===== config.mk =====
export PLATFORM = sky130hd
export DESIGN_NAME = mdu_iterative_flat
export DESIGN_NICKNAME = d
export VERILOG_FILES = /design/src/rtl/mdu_iterative_if.sv /design/src/rtl/mdu_iterative.sv /design/src/flat_wrapper.sv
export SDC_FILE = /design/constraint.sdc
export NUM_CORES = 2
export LEC_CHECK = 0
export CAP_MARGIN = 40
export CORE_MARGIN = 1
export CORE_UTILIZATION = 35
export DETAILED_ROUTE_END_ITERATION = 8
export PLACE_DENSITY = 0.51
export SYNTH_ARGS = -nofsm -noshare
export SYNTH_HDL_FRONTEND = slang
export SYNTH_SLANG_ARGS = --single-unit

===== constraint.sdc =====
create_clock -name clk -period 14.7 [get_ports clk]
set_clock_uncertainty 0.15 [all_clocks]
set_input_delay 2.205 -clock clk [delete_from_list [all_inputs] [get_ports clk]]
set_output_delay 2.205 -clock clk [all_outputs]
set_load 0.05 [all_outputs]

===== src/rtl/mdu_iterative_if.sv =====
// Request/response bundle between the EXU and the iterative M-extension unit.
// Ports: flush, in_valid/in_ready/mulctr/src1/src2, out_valid/out_ready/result.
interface mdu_iterative_if #(
    parameter int XLEN = 64
);
    logic            flush;
    logic            in_valid;
    logic            in_ready;
    logic [3:0]      mulctr;
    logic [XLEN-1:0] src1;
    logic [XLEN-1:0] src2;
    logic            out_valid;
    logic            out_ready;
    logic [XLEN-1:0] result;

    modport master (
        output flush, in_valid, mulctr, src1, src2, out_ready,
        input  in_ready, out_valid, result
    );

    modport slave (
        input  flush, in_valid, mulctr, src1, src2, out_ready,
        output in_ready, out_valid, result
    );
endinterface


===== src/rtl/mdu_iterative.sv =====
// Iterative RV64M unit: radix-2 shift-add multiply, radix-2 restoring divide.
// Ports: clk, rst (sync, active-high), bus (slave side of mdu_iterative_if).
module mdu_iterative #(
    parameter int XLEN = 64
) (
    input  logic           clk,
    input  logic           rst,
    mdu_iterative_if.slave bus
);
    localparam int H = XLEN / 2;
    localparam logic [6:0] NFULL = 7'(XLEN);
    localparam logic [6:0] NHALF = 7'(H);
    localparam logic [XLEN-1:0] MIN_D = {1'b1, {(XLEN-1){1'b0}}};
    localparam logic [XLEN-1:0] MIN_W = {{(H+1){1'b1}}, {(H-1){1'b0}}};

    typedef enum logic [1:0] {IDLE, CALC, DONE} state_e;

    state_e              state_q, state_d;
    logic [3:0]          op_q, op_d;
    logic [6:0]          cnt_q, cnt_d;
    logic                neg_q, neg_d;
    logic [2*XLEN-1:0]   mcand_q, mcand_d;
    logic [2*XLEN-1:0]   prod_q, prod_d;
    logic [XLEN-1:0]     mplier_q, mplier_d;
    logic [XLEN-1:0]     quo_q, quo_d;
    logic [XLEN-1:0]     rem_q, rem_d;
    logic [XLEN-1:0]     dvs_q, dvs_d;
    logic [XLEN-1:0]     result_q, result_d;

    // W results are sign-extended from the low half.
    function automatic logic [XLEN-1:0] wext(input logic [XLEN-1:0] x,
                                             input logic w);
        wext = w ? {{H{x[H-1]}}, x[H-1:0]} : x;
    endfunction

    logic [3:0]      op;
    logic            w, is_div, is_nop, sx, s1, s2, neg1, neg2, dz, ovf;
    logic [XLEN-1:0] e1, e2, mag1, mag2, fast_res;

    // Decode of the incoming request; s1/s2 say which operands are signed.
    always_comb begin
        op     = bus.mulctr;
        w      = op[3];
        is_div = op[2];
        is_nop = op[3] & ~op[2] & (op[1:0] != 2'b00);
        sx     = w & is_div & ~op[0];
        s1     = is_div ? ~op[0] : (~w & (op[1:0] != 2'b11));
        s2     = is_div ? ~op[0] : (~w & ~op[1]);
        e1     = w ? {{H{sx & bus.src1[H-1]}}, bus.src1[H-1:0]} : bus.src1;
        e2     = w ? {{H{sx & bus.src2[H-1]}}, bus.src2[H-1:0]} : bus.src2;
        neg1   = s1 & e1[XLEN-1];
        neg2   = s2 & e2[XLEN-1];
        mag1   = neg1 ? -e1 : e1;
        mag2   = neg2 ? -e2 : e2;
        dz     = is_div & (e2 == '0);
        ovf    = is_div & ~op[0] & (&e2) & (e1 == (w ? MIN_W : MIN_D));
        fast_res = '0;
        if (dz) begin
            fast_res = wext(op[1] ? e1 : {XLEN{1'b1}}, w);
        end else if (ovf) begin
            fast_res = wext(op[1] ? {XLEN{1'b0}} : e1, w);
        end
    end

    logic [2*XLEN-1:0] prod_nx, pn;
    logic [XLEN:0]     shl, diff;
    logic              qbit;
    logic [XLEN-1:0]   rem_nx, quo_nx, dsel, mres, dres, fin;

    // One iteration of both datapaths plus the final sign fix-up.
    always_comb begin
        prod_nx = prod_q + (mplier_q[0] ? mcand_q : '0);
        shl     = {rem_q, quo_q[XLEN-1]};
        diff    = shl - {1'b0, dvs_q};
        qbit    = ~diff[XLEN];
        rem_nx  = qbit ? diff[XLEN-1:0] : shl[XLEN-1:0];
        quo_nx  = {quo_q[XLEN-2:0], qbit};
        pn      = neg_q ? -prod_nx : prod_nx;
        if (op_q[3]) begin
            mres = wext(pn[XLEN-1:0], 1'b1);
        end else if (op_q[1:0] == 2'b00) begin
            mres = pn[XLEN-1:0];
        end else begin
            mres = pn[2*XLEN-1:XLEN];
        end
        dsel = op_q[1] ? rem_nx : quo_nx;
        dres = wext(neg_q ? -dsel : dsel, op_q[3]);
        fin  = op_q[2] ? dres : mres;
    end

    always_comb begin
        state_d  = state_q;
        op_d     = op_q;
        cnt_d    = cnt_q;
        neg_d    = neg_q;
        mcand_d  = mcand_q;
        mplier_d = mplier_q;
        prod_d   = prod_q;
        quo_d    = quo_q;
        rem_d    = rem_q;
        dvs_d    = dvs_q;
        result_d = result_q;
        unique case (state_q)
            IDLE: begin
                if (bus.in_valid && !bus.flush) begin
                    op_d     = op;
                    // Remainder takes the dividend sign only.
                    neg_d    = (is_div & op[1]) ? neg1 : (neg1 ^ neg2);
                    mcand_d  = {{XLEN{1'b0}}, mag1};
                    mplier_d = mag2;
                    prod_d   = '0;
                    // W dividends start in the top half so 32 steps suffice.
                    quo_d    = w ? (mag1 << H) : mag1;
                    rem_d    = '0;
                    dvs_d    = mag2;
                    cnt_d    = w ? NHALF : NFULL;
                    if (is_nop | dz | ovf) begin
                        result_d = fast_res;
                        state_d  = DONE;
                    end else begin
                        state_d  = CALC;
                    end
                end
            end
            CALC: begin
                prod_d   = prod_nx;
                mcand_d  = mcand_q << 1;
                mplier_d = mplier_q >> 1;
                quo_d    = quo_nx;
                rem_d    = rem_nx;
                cnt_d    = cnt_q - 7'd1;
                if (cnt_q == 7'd1) begin
                    result_d = fin;
                    state_d  = DONE;
                end
            end
            DONE: begin
                if (bus.out_ready) begin
                    state_d = IDLE;
                end
            end
            default: state_d = IDLE;
        endcase
        if (bus.flush) begin
            state_d = IDLE;
        end
    end

    always_ff @(posedge clk) begin
        if (rst) begin
            state_q  <= IDLE;
            op_q     <= '0;
            cnt_q    <= '0;
            neg_q    <= 1'b0;
            mcand_q  <= '0;
            mplier_q <= '0;
            prod_q   <= '0;
            quo_q    <= '0;
            rem_q    <= '0;
            dvs_q    <= '0;
            result_q <= '0;
        end else begin
            state_q  <= state_d;
            op_q     <= op_d;
            cnt_q    <= cnt_d;
            neg_q    <= neg_d;
            mcand_q  <= mcand_d;
            mplier_q <= mplier_d;
            prod_q   <= prod_d;
            quo_q    <= quo_d;
            rem_q    <= rem_d;
            dvs_q    <= dvs_d;
            result_q <= result_d;
        end
    end

    assign bus.in_ready  = (state_q == IDLE);
    // A flushed result must never complete a handshake.
    assign bus.out_valid = (state_q == DONE) && !bus.flush;
    assign bus.result    = result_q;
endmodule

===== src/flat_wrapper.sv =====
// flat-port wrapper written by rule: the top's interface ports become plain ports
module mdu_iterative_flat 
#(
    parameter int XLEN = 64
)
  (clk, rst, bus_flush, bus_in_valid, bus_mulctr, bus_src1, bus_src2, bus_out_ready, bus_in_ready, bus_out_valid, bus_result);
  mdu_iterative_if #(.XLEN(XLEN)) bus_i ();
  input  logic clk;
  input  logic rst;
  input wire logic [$bits(bus_i.flush)-1:0] bus_flush;
  input wire logic [$bits(bus_i.in_valid)-1:0] bus_in_valid;
  input wire logic [$bits(bus_i.mulctr)-1:0] bus_mulctr;
  input wire logic [$bits(bus_i.src1)-1:0] bus_src1;
  input wire logic [$bits(bus_i.src2)-1:0] bus_src2;
  input wire logic [$bits(bus_i.out_ready)-1:0] bus_out_ready;
  output wire logic [$bits(bus_i.in_ready)-1:0] bus_in_ready;
  output wire logic [$bits(bus_i.out_valid)-1:0] bus_out_valid;
  output wire logic [$bits(bus_i.result)-1:0] bus_result;
  assign bus_i.flush = bus_flush;
  assign bus_i.in_valid = bus_in_valid;
  assign bus_i.mulctr = bus_mulctr;
  assign bus_i.src1 = bus_src1;
  assign bus_i.src2 = bus_src2;
  assign bus_i.out_ready = bus_out_ready;
  assign bus_in_ready = bus_i.in_ready;
  assign bus_out_valid = bus_i.out_valid;
  assign bus_result = bus_i.result;
  mdu_iterative #(.XLEN(XLEN)) u_core (.clk(clk), .rst(rst), .bus(bus_i));
endmodule

==> flow_summary.yaml <==
setup_path:
  endpoint_kind: "flop"
  arrival_ns: 9.13
  crit_fanout: 67
  critPathLaunch: "u_core.mplier_q[0]"
  critPathKind: "reg2reg"
  crit_required_ns: 15.10
  crit-reg2reg-launch: "u_core.mplier_q[0]"
  critPathLaunchType: "flop"
global_route:
  grt_pass1_wl_um: 408000
  antenna_found_initial: 15
  grt_pass1_vias: 55300
  overflow: 0
  grt_use_total_pct: 37.7
  grt_max_degree: 143
power:
  power_density_mw_per_mm2: 197
  power_frac_comb_pct: 65.6
  finalPower_w: 0.0114
  p_clk_share_pct: 18.0
  p_switching_w: 0.00616
  p_leak_nw: 21.0
  p_int_w: 0.00524
  p_sw_share_pct: 54.0
  seqPwrFrac_pct: 16.5
  ir_drop_v: 0.000650
synth:
  ys_async_sr_fraction_pct: 0
  avgSynthCellArea_um2: 6.86
  netlist_instances: 7456
  yosysWarnings: 0
  synth_fp_nets: 7793
  synth_cell_types: 112
  yosysSeqAreaShare_pct: 23.1
  synth_area_mm2: 0.0511
  synthFlopType: "dfxtp_1"
  synth_edf_count: 0
  synth-seq-cells: 590
timing:
  slew_violations: 0
  rsz0062_at_grt: "no"
  setup_tns_ns: 0
  finalHoldWorstSlack_ns: 0.305
  hold_violations: 0
  tightestPinTransition_ns: 1.06
  period_share_pct: 59.4
  relSlewSlack_pct: 28.4
  clock.fmax_mhz: 114
  period_needed_ns: 8.74
  setup_viol: 0
outcome:
  outcome: "finished clean"
clock_network:
  cts_root_buf: "clkbuf_16"
  cts_buffers: 77
  clkLatencyLatePin_ns: 0.71
  path_clk_slew_ns: 0.06
  cts_resized: 0
  cts_tree: "yes"
  clock-sinks: 590
  hold_buffers: 0
  h-tree-depth: 3
  clockBufferDepth: 3
  postCtsSetupBuffers: 0
cells_and_area:
  fin_util_pct: 40.1
  final_layout_size_suffix_gt1_share_pct: 6.40
  area_growth_pct: 13.1
  final_cell_mix: "nand2_1 (995), a21oi_1 (917), nor2_1 (770), dfxtp_1 (586), o21ai_0 (442)"
  final_nets: 7729
  final_common_cell: "nand2_1"
placement:
  dp_hpwl_um: 230000
  routabilityCongestion: 1.13
  portBuffers: 202
floorplanning:
  die_area_mm2: 0.148
  dieWidth_um: 384
  coreArea_mm2: 0.144
  start_util_pct: 35.4
  io_pins: 203
  rows: 139
  dieHeight_um: 384
routing:
  via_count: 61200
  ant_nets: 0
  via_per_inst: 6.54
  routed_wl_um: 290000
  drt-pass1-iter-count: 6
  drt_iter0_markers: 8479
  routedWlPerCell_um: 30.9
  drc: 0
hold_path:
  holdCritPathClass: "reg2reg"
  hp-start: "u_core.dvs_q[50]"
job:
  maxCapViolCount: 0
[worst max-delay path, cell delays in order (launching register included)]
cell and delay (ns):
dfxtp_4 0.72, buf_4 0.63, and2_1 0.22, ha_1 0.19, inv_1 0.07, fa_1 0.39, nand2b_1 0.21, a21boi_1 0.43
o21ai_0 0.25, xnor2_1 0.21, buf_4 0.20, nor4_1 0.70, nand4b_1 0.49, nor4b_1 0.87, nand4_1 0.44, o41ai_1 0.54
buf_2 0.26, buf_4 0.13, a211oi_1 0.04, a311oi_1 0.70, o21ai_0 0.37, nand2_1 0.16, a21oi_1 0.07
[final timing paths]
path | endpoint | slack (ns) | cells after the start
setup / recovery | u_core.bus.result[1] | 5.96 | 22
hold / removal | u_core.dvs_q[50] | 0.30 | 2
setup reg to reg | u_core.bus.result[1] | 5.96 | 22
hold reg to reg | u_core.dvs_q[50] | 0.30 | 2
[state kept, by name, summed over array words and instances (netlist names)]
name               count
u_core.op_q            4
u_core.bus.result     64
u_core.prod_q        128
u_core.mcand_q       128
u_core.quo_q          64
u_core.cnt_q           7
u_core.dvs_q          64
u_core.mplier_q       64
u_core.neg_q           1
u_core.state_q         2
u_core.rem_q          64
[cell usage after synthesis, drive strengths merged (17+ instances only)]
cell type | n | share of area, %
nand2 | 997 | 7.3
a21oi | 920 | 9.0
nor2 | 775 | 5.7
dfxtp | 590 | 23
o21ai | 467 | 4.6
clkbuf | 433 | 3.2
nand3 | 339 | 3.3
ha | 198 | 4.8
xnor2 | 178 | 3.0
nor3 | 175 | 1.7
and2 | 167 | 2.0
xor2 | 165 | 2.8
nand4 | 155 | 1.9
a22oi | 140 | 2.1
a31oi | 139 | 1.7
inv | 131 | 0.96
nor4 | 107 | 1.4
buf | 105 | 1.0
a211oi | 89 | 1.4
a21o | 82 | 1.2
o31ai | 82 | 1.2
mux2i | 78 | 1.5
or3 | 76 | 0.93
o211ai | 58 | 0.87
and3 | 53 | 0.65
o21a | 52 | 0.76
a2111oi | 47 | 0.91
or2 | 47 | 0.58
a221oi | 39 | 0.69
o21bai | 38 | 0.56
or4 | 37 | 0.54
o41ai | 36 | 0.62
a311oi | 32 | 0.56
nand2b | 31 | 0.38
nor2b | 29 | 0.35
mux2 | 27 | 0.59
a21boi | 26 | 0.39
and4 | 26 | 0.45
o22ai | 25 | 0.31
o221ai | 19 | 0.35
a211o | 17 | 0.29
[logic make-up (layout without fill, tap and decap cells)]
kind of cell,count (synthesis),in the layout,synth area share (%)
buf+inv,670,665,5.15
flops,590,590,23.1
compound gates,2475,2475,30.5
mux,105,105,2.14
xor+xnor,343,343,5.88
fa+ha+maj,200,200,4.92
simple gates,3073,3073,28.3
other cells,0,9,0
[metal layers]
metal | part of all wire (%) | GRT usage, %
met1 | 42 | 51.5
met2 | 40 | 53.7
met3 | 11 | 7.87
met4 | 7.2 | 22.8
met5 | 0.043 | 0
[final cells by class]
| type | count | area [µm²] |
|---|---|---|
| multi-input combinational | 6196 | 36800 |
| sequential | 590 | 11800 |
| clock buffer | 109 | 2220 |
| inverter | 132 | 495 |
| antenna | 9 | 22.5 |
| clock inverter | 29 | 419 |
| timing repair buffer | 395 | 3640 |
| fill | 15500 | 86500 |
| tap | 1903 | 2380 |
[power groups by stage]
| stage | Combinational, W | Sequential [W] | Clock (W) |
|---|---|---|---|
| after floorplan | 0.00480 | 0.00184 | 0 |
| after global placement | 0.00711 | 0.00190 | 0 |
| after detailed placement | 0.00711 | 0.00190 | 0 |
| after CTS | 0.00715 | 0.00187 | 0.00206 |
| after global routing | 0.00787 | 0.00188 | 0.00212 |
| final | 0.00747 | 0.00188 | 0.00205 |
[per-stage QoR]
stage | setup WS [ns] | instances | instance area, µm²
after floorplan | 8.20 | 7456 | 51100
after global placement | 5.76 | 9169 | 54700
after detailed placement | 6.32 | 9211 | 55100
after CTS | 6.29 | 9349 | 57800
after global routing | 5.64 | 9354 | 57800
final | 5.96 | 9363 | 57800
No activity file was read; power rests on OpenSTA's default activity.
